**config.mk**
```make
export PLATFORM = sky130hd
export DESIGN_NAME = hps_cmd_decoder
export DESIGN_NICKNAME = d
export VERILOG_FILES = /design/src/rtl/hps_cmd_decoder.sv
export SDC_FILE = /design/constraint.sdc
export NUM_CORES = 1
export LEC_CHECK = 0
export ABC_AREA = 1
export BUFFER_PORTS_ARGS = -buffer_cell sky130_fd_sc_hd__buf_2
export CORE_MARGIN = 10
export CORE_UTILIZATION = 45
export DETAILED_ROUTE_END_ITERATION = 10
export PLACE_DENSITY = 0.69
export SLEW_MARGIN = 20
export SYNTH_ARGS = -nofsm -noshare
export SYNTH_HDL_FRONTEND = slang
export SYNTH_SLANG_ARGS = --single-unit
```
**constraint.sdc**
```tcl
create_clock -name sys_clk -period 4.94 [get_ports sys_clk]
set_input_delay 0.494 -clock sys_clk [delete_from_list [all_inputs] [get_ports sys_clk]]
set_output_delay 0.494 -clock sys_clk [all_outputs]
set_load 0.05 [all_outputs]
```
**src/rtl/hps_cmd_decoder.sv**
```systemverilog
// Command/payload decoder for the HPS SPI word stream: frames words, updates core registers.
// Optional STATUS_GET (0x29) readback of the status word is enabled by HPS_CMD_STATUS_READBACK_EN.
module hps_cmd_decoder #(
  parameter logic [31:0] STATUS_RST = 32'h0000_0000
) (
  input  logic        sys_clk,
  input  logic        reset,
  input  logic [31:0] gp_out,
  input  logic        io_strobe,
  output logic [15:0] gp_in,
  output logic [15:0] cmd,
  output logic        cmd_strobe,
  output logic        frame_active,
  output logic [15:0] buttons,
  output logic [31:0] joystick_0,
  output logic [31:0] status,
  output logic        status_set
);

  localparam logic [7:0] CMD_BUTTONS    = 8'h01;
  localparam logic [7:0] CMD_JOY0       = 8'h02;
  localparam logic [7:0] CMD_STATUS_SET = 8'h1E;
  localparam logic [7:0] CMD_STATUS_GET = 8'h29;

  typedef enum logic {
    IDLE,
    FRAME
  } state_t;

  state_t      state_q;
  state_t      state_d;
  logic        io_en;
  logic [15:0] word;
  logic        accept;
  logic        cmd_accept;
  logic [7:0]  word_cnt;
  logic [15:0] joy_lo;
  logic [15:0] st_lo;
  logic [15:0] resp;
  logic        unused_bits;

  assign io_en       = gp_out[20];
  assign word        = gp_out[15:0];
  assign accept      = io_strobe & io_en;
  assign cmd_accept  = accept & (word_cnt == 8'd0);
  assign unused_bits = ^{gp_out[31:21], gp_out[19:16]};

  always_ff @(posedge sys_clk or posedge reset) begin
    if (reset) begin
      state_q <= IDLE;
    end else begin
      state_q <= state_d;
    end
  end

  always_comb begin
    state_d = state_q;
    case (state_q)
      IDLE:    if (cmd_accept) state_d = FRAME;
      FRAME:   if (!io_en) state_d = IDLE;
      default: state_d = IDLE;
    endcase
  end

  assign frame_active = (state_q == FRAME);

  // On the command word the new command is the incoming word itself, not cmd.
  always_comb begin
    resp = 16'h0000;
`ifdef HPS_CMD_STATUS_READBACK_EN
    if (word_cnt == 8'd0) begin
      if (word[7:0] == CMD_STATUS_GET) resp = status[15:0];
    end else if (word_cnt == 8'd1 && cmd[7:0] == CMD_STATUS_GET) begin
      resp = status[31:16];
    end
`endif
  end

  always_ff @(posedge sys_clk or posedge reset) begin
    if (reset) begin
      gp_in      <= 16'h0000;
      cmd        <= 16'h0000;
      cmd_strobe <= 1'b0;
      buttons    <= 16'h0000;
      joystick_0 <= 32'h0000_0000;
      status     <= STATUS_RST;
      status_set <= 1'b0;
      joy_lo     <= 16'h0000;
      st_lo      <= 16'h0000;
      word_cnt   <= 8'd0;
    end else begin
      cmd_strobe <= 1'b0;
      status_set <= 1'b0;
      if (!io_en) begin
        word_cnt <= 8'd0;
        gp_in    <= 16'h0000;
      end else if (io_strobe) begin
        gp_in <= resp;
        if (word_cnt == 8'd0) begin
          cmd        <= word;
          cmd_strobe <= 1'b1;
          word_cnt   <= 8'd1;
        end else begin
          if (word_cnt != 8'hFF) word_cnt <= word_cnt + 8'd1;
          // Multi-word values go through a shadow so the commit is a single update.
          case (cmd[7:0])
            CMD_BUTTONS: begin
              if (word_cnt == 8'd1) buttons <= word;
            end
            CMD_JOY0: begin
              if (word_cnt == 8'd1) joy_lo <= word;
              else if (word_cnt == 8'd2) joystick_0 <= {word, joy_lo};
            end
            CMD_STATUS_SET: begin
              if (word_cnt == 8'd1) begin
                st_lo <= word;
              end else if (word_cnt == 8'd2) begin
                status     <= {word, st_lo};
                status_set <= 1'b1;
              end
            end
            default: ;
          endcase
        end
      end
    end
  end

endmodule

```
**Word-level counts from Yosys, hierarchy flattened**

Index checks and enable logic that the tools add are counted.
Widths: inputs -> output; s select.

- Output and inout port bits: 115
- Input port bits: 35
- Word-level logic and storage cells: 51
- Flip-flop bits (word level): 155

- Mux-type cells: 18
- Bitwise operators: 5
- Reductions and logical operators: 8
- Add/sub/neg operators: 1
- Equality and inequality tests: 8

Operators by type and width:

| cell | count |
|---|---|
| $mux 16 | 2 |
| $mux 8 | 4 |
| $eq 8x1->1 const B | 2 |
| $eq 8x2->1 const B | 2 |
| $reduce_and 5->1 | 3 |
| $reduce_and 6->1 | 2 |
| $mux 1 | 11 |
| $add 8x1->8 const B | 1 |
| $eq 8x5->1 const B | 1 |
| $logic_not 8->1 | 1 |
| $ne 8x8->1 const B | 1 |
| $ne 3x1->1 const B | 1 |
| $not 1->1 | 3 |
| $reduce_and 3->1 | 1 |
| $and 1x1->1 | 2 |
| $ne 2x1->1 const B | 1 |
| $pmux 1 s2 | 1 |
| $reduce_and 2->1 | 1 |

**Logic depth before layout (Yosys ltp)**

- Depth after elaboration: 7
- Depth in mapped cells: 10
- Gate-level depth less buffers: 9

**Least setup slack after synthesis**

Ideal clock, no wire load.

- Path kind: register to register
- From: register cmd[1]
- To: register joystick_0[0]
- Stages on the path, launching flop included: 11
- Data required time: 4821 ps
- Arrival: 1691 ps
- Setup slack: 3130 ps
- Setup time: 119 ps
- Buffers on the path: 1
- Clock period less this slack: 1810 ps
- Path through: dfrtp_1 inv_1 nor2_2 nand2_1 nor2_1 inv_1 nor2_8 nand2_4 buf_6 nand2_1 nand2_1

- Longest elaborated chain between the ends: 2

Ends and longest elaborated chain:

| element | line | source |
|---|---|---|
| from (decl) | 11 | `output logic [15:0] cmd,` |
| from (signal assigned) | 100 | `cmd <= word;` |
| $eq 8x2->1 | 106 | `case (cmd[7:0])` |
| $reduce_and 6->1 (no line) | -- |  |
| to (signal assigned) | 112 | `else if (word_cnt == 8'd2) joystick_0 <= {word, joy_lo};` |
| to (decl) | 15 | `output logic [31:0] joystick_0,` |

Every way passes these cells.
A chain may end at the register's enable or synchronous reset.

**Worst setup path after layout**

- From: register word_cnt[0]
- To: register status[3]

- Longest elaborated chain between the ends: 3
- Elaborated cells between the ends (all ways): 6
- Classes of those cells: 2 x eq/ne; 2 x bitwise; 2 x reduce/logical

Ends and longest elaborated chain:

| element | line | source |
|---|---|---|
| from (decl) | 36 | `logic [7:0] word_cnt;` |
| from (signal assigned) | 104 | `if (word_cnt != 8'hFF) word_cnt <= word_cnt + 8'd1;` |
| $eq 8x1->1 / $logic_not 8->1 (equally long branches) | 115, 99 |  |
| $not 1->1 (no line) | -- |  |
| $reduce_and 6->1 (no line) (*) | -- |  |
| to (signal assigned) | 118 | `status <= {word, st_lo};` |
| to (decl) | 16 | `output logic [31:0] status,` |

Every way passes the cells marked *; elsewhere a longest branch is shown, timed or not.

==> results.txt <==
final wirelength: 15900 um
Syn Inst Count: 642
Port-buffer cells: 118
drt wl/cell: 16.95 um
reg-to-reg startpoint: word_cnt[0]
Worst Reg-to-Reg Cells: 9
TritonCTS buffer count: 17
TritonCTS clock tree: yes
worst-path fanout max: 32
Sink Count: 139
die area: 0.01896 mm^2
Post-synth EDFFs: 0
WS Path Type: register to register
antenna-violating nets left: 0
post-CTS resize count: 0
mapped cell area: 0.006232 mm^2
Cells after DPL: 906
DRC: 0
H-tree depth: 4
area grow syn2layout: 17.02%
LEAKAGE: 4.055 nW
sequential area share after synthesis: 55.81%
RSZ-0062 raised after global routing: false
power per standard cell area: 429.5 mW/mm^2
Horiz. Die Dim: 137.7 um
Post-CTS Setup Bufs: 0
f_max: 405.0 MHz
post-DP HPWL: 11160 um
vias in the first global route: 4750
initial antenna violation count: 1
Critical Path Start Type: register
Post-Syn Area per Cell: 9.708 um^2
Main synth FF type: dfrtp_1
max capacitance violation total: 0
DRT Pass-1 Iters: 5
grt total ovfl: 0
Yosys cell types: 29
Vias/cell: 5.009
Hold Crit Class: primary input to asynchronous set/reset pin
row count: 42
Post-CTS Hold Buffers: 0
arrival time worst endpoint: 2.77 ns
Initial Utilization: 46.51%
FF+latch count, synth: 139
Worst-Skew Late Latency: 0.42 ns
CTS max path bufs: 2
yosys warns: 0
# fillers: 1250
clk slew on worst S/H paths: 0.06 ns
final hold viol count: 0
CP endpoint kind: register
fin crit period: 2.469 ns
Async SR Flop Fraction: 100.0%
gr usage total: 17.39%
Slew @ Worst Pin: 0.8684 ns
status: completed
antenna cells: 0
fin cells: 938
period utilization: 49.98%
Top Ports: 150
largest net degree at the start of global routing: 98
setup tns final: 0 ns
slew margin rel.: 42.11%
clock root cell: clkbuf_16
DR vias: 4698
CP Data Required Time: 5.24 ns
Core Region: 0.01340 mm^2
fin. max-slew vios: 0
Final setup viols: 0
Starting DRT DRC Count: 270
Crit Reg-Reg Endpoint: status[3]
final net count: 788
layout cells sized above 1: 27.69%
Clock Skews: 0.006578 ns
instance area at placement: 0.006661 mm^2
RePlAce Congestion: 0.8117
final instance area: 0.007293 mm^2
Max rail drop VDD: 0.2740 mV
Die Span Y: 137.7 um
R2R Setup Slk: 2.47 ns
first-pass GRT wire length: 25140 um
[power by group]
group | leakage (nW) | total (mW) | switching, mW | internal [mW]
clock | 0.303 | 1.36 | 0.501 | 0.859
sequential | 1.91 | 1.27 | 0.0552 | 1.21
combinational | 1.84 | 0.505 | 0.402 | 0.103
[cells in the mapped netlist (4+ instances only)]
cell type	count	area [um^2]
o21ai_1	64	320.3
nor2_1	20	75.07
nand3_2	31	310.3
nor2_4	5	56.30
nand3_1	43	215.2
dfrtp_1	139	3478
buf_4	21	157.7
nand2_1	228	855.8
nand2_4	5	56.30
inv_1	30	112.6
buf_6	19	214.0
ha_1	4	50.05
nor2_2	5	31.28
[worst max-delay path: stages, from the launching register on]
cell     delay (ns)
dfrtp_1        0.43
inv_1          0.12
ha_1           0.24
nand2_4        0.09
a21oi_2        0.07
nor2_4         0.47
buf_4          0.37
nand2_4        0.28
nand2_1        0.18
nand2_1        0.07
[worst max-delay path by stage]
stage | endpoint | start | slack [ns] | depth (start not counted)
detailed placement | status[1] | word_cnt[0] | 2.51 | 9
global placement | status[31] | word_cnt[0] | 2.57 | 9
CTS | status[3] | word_cnt[0] | 2.46 | 9
finish | status[3] | word_cnt[0] | 2.47 | 9
global route | status[3] | word_cnt[0] | 2.36 | 9
floorplan | buttons[0] | reset | 0.72 | 1
[layout make-up]
cell class	instances	area (um^2)	area share [%]
Clock inverter	14	192.7	2.642
Tap cell	176	220.2	3.019
Clock buffer	18	439.2	6.022
Multi-Input combinational cell	439	2228	30.55
Inverter	31	121.4	1.664
Sequential cell	139	3478	47.69
Timing Repair Buffer	121	613.1	8.406
[cells by family after synthesis]
kind of cell	Yosys count	share of synthesized area, %
adders and majority gates	4	0.8031
buffers and inverters	79	9.335
xor gates and xnor gates	2	0.2811
DFF	139	55.81
AOI/OAI and AO/OA	68	5.601
other	1	0.06017
and+or+nand+nor	349	28.11
[state kept, by name, summed over array words and instances (netlist names)]
signal and flops:
status 32, frame_active 1, joystick_0 32, buttons 16, st_lo 16, status_set 1, cmd_strobe 1, cmd 16
word_cnt 8, joy_lo 16
[through the flow]
stage	util, %	total power [mW]	hold slack (ns)	setup slack, ns
after floorplan	-	1.679	0.4594	0.7215
after global placement	49.71	1.785	0.4501	2.575
after detailed placement	49.71	1.796	0.4545	2.508
after CTS	54.43	3.155	0.2988	2.457
after global routing	54.43	3.249	0.3324	2.355
final	54.43	3.132	0.2332	2.471
[routing by layer]
layer | global-route usage [%] | vias to the layer above | wire length [um]
met5 | 0 | - | 7
met4 | 7.260 | 2 | 376
met3 | 6.846 | 27 | 1439
met2 | 27.75 | 155 | 7598
met1 | 20.45 | 2275 | 6472
li1 | - | 2239 | -
[cells in the final DEF, fill, tap and decap left out, drive strengths merged, types with 2 or more instances in the layout]
| master | Yosys | layout |
|---|---|---|
| nand4 | 4 | 4 |
| xor2 | 2 | 2 |
| clkinvlp | 0 | 3 |
| dfrtp | 139 | 139 |
| o21bai | 2 | 2 |
| ha | 4 | 4 |
| conb | 1 | 16 |
| nand3 | 77 | 77 |
| inv | 31 | 33 |
| clkinv | 0 | 5 |
| nor2 | 32 | 32 |
| buf | 48 | 121 |
| clkbuf | 0 | 18 |
| o21ai | 65 | 65 |
| nand2 | 235 | 235 |
| bufinv | 0 | 4 |
Power figures use the tool's default switching activity.
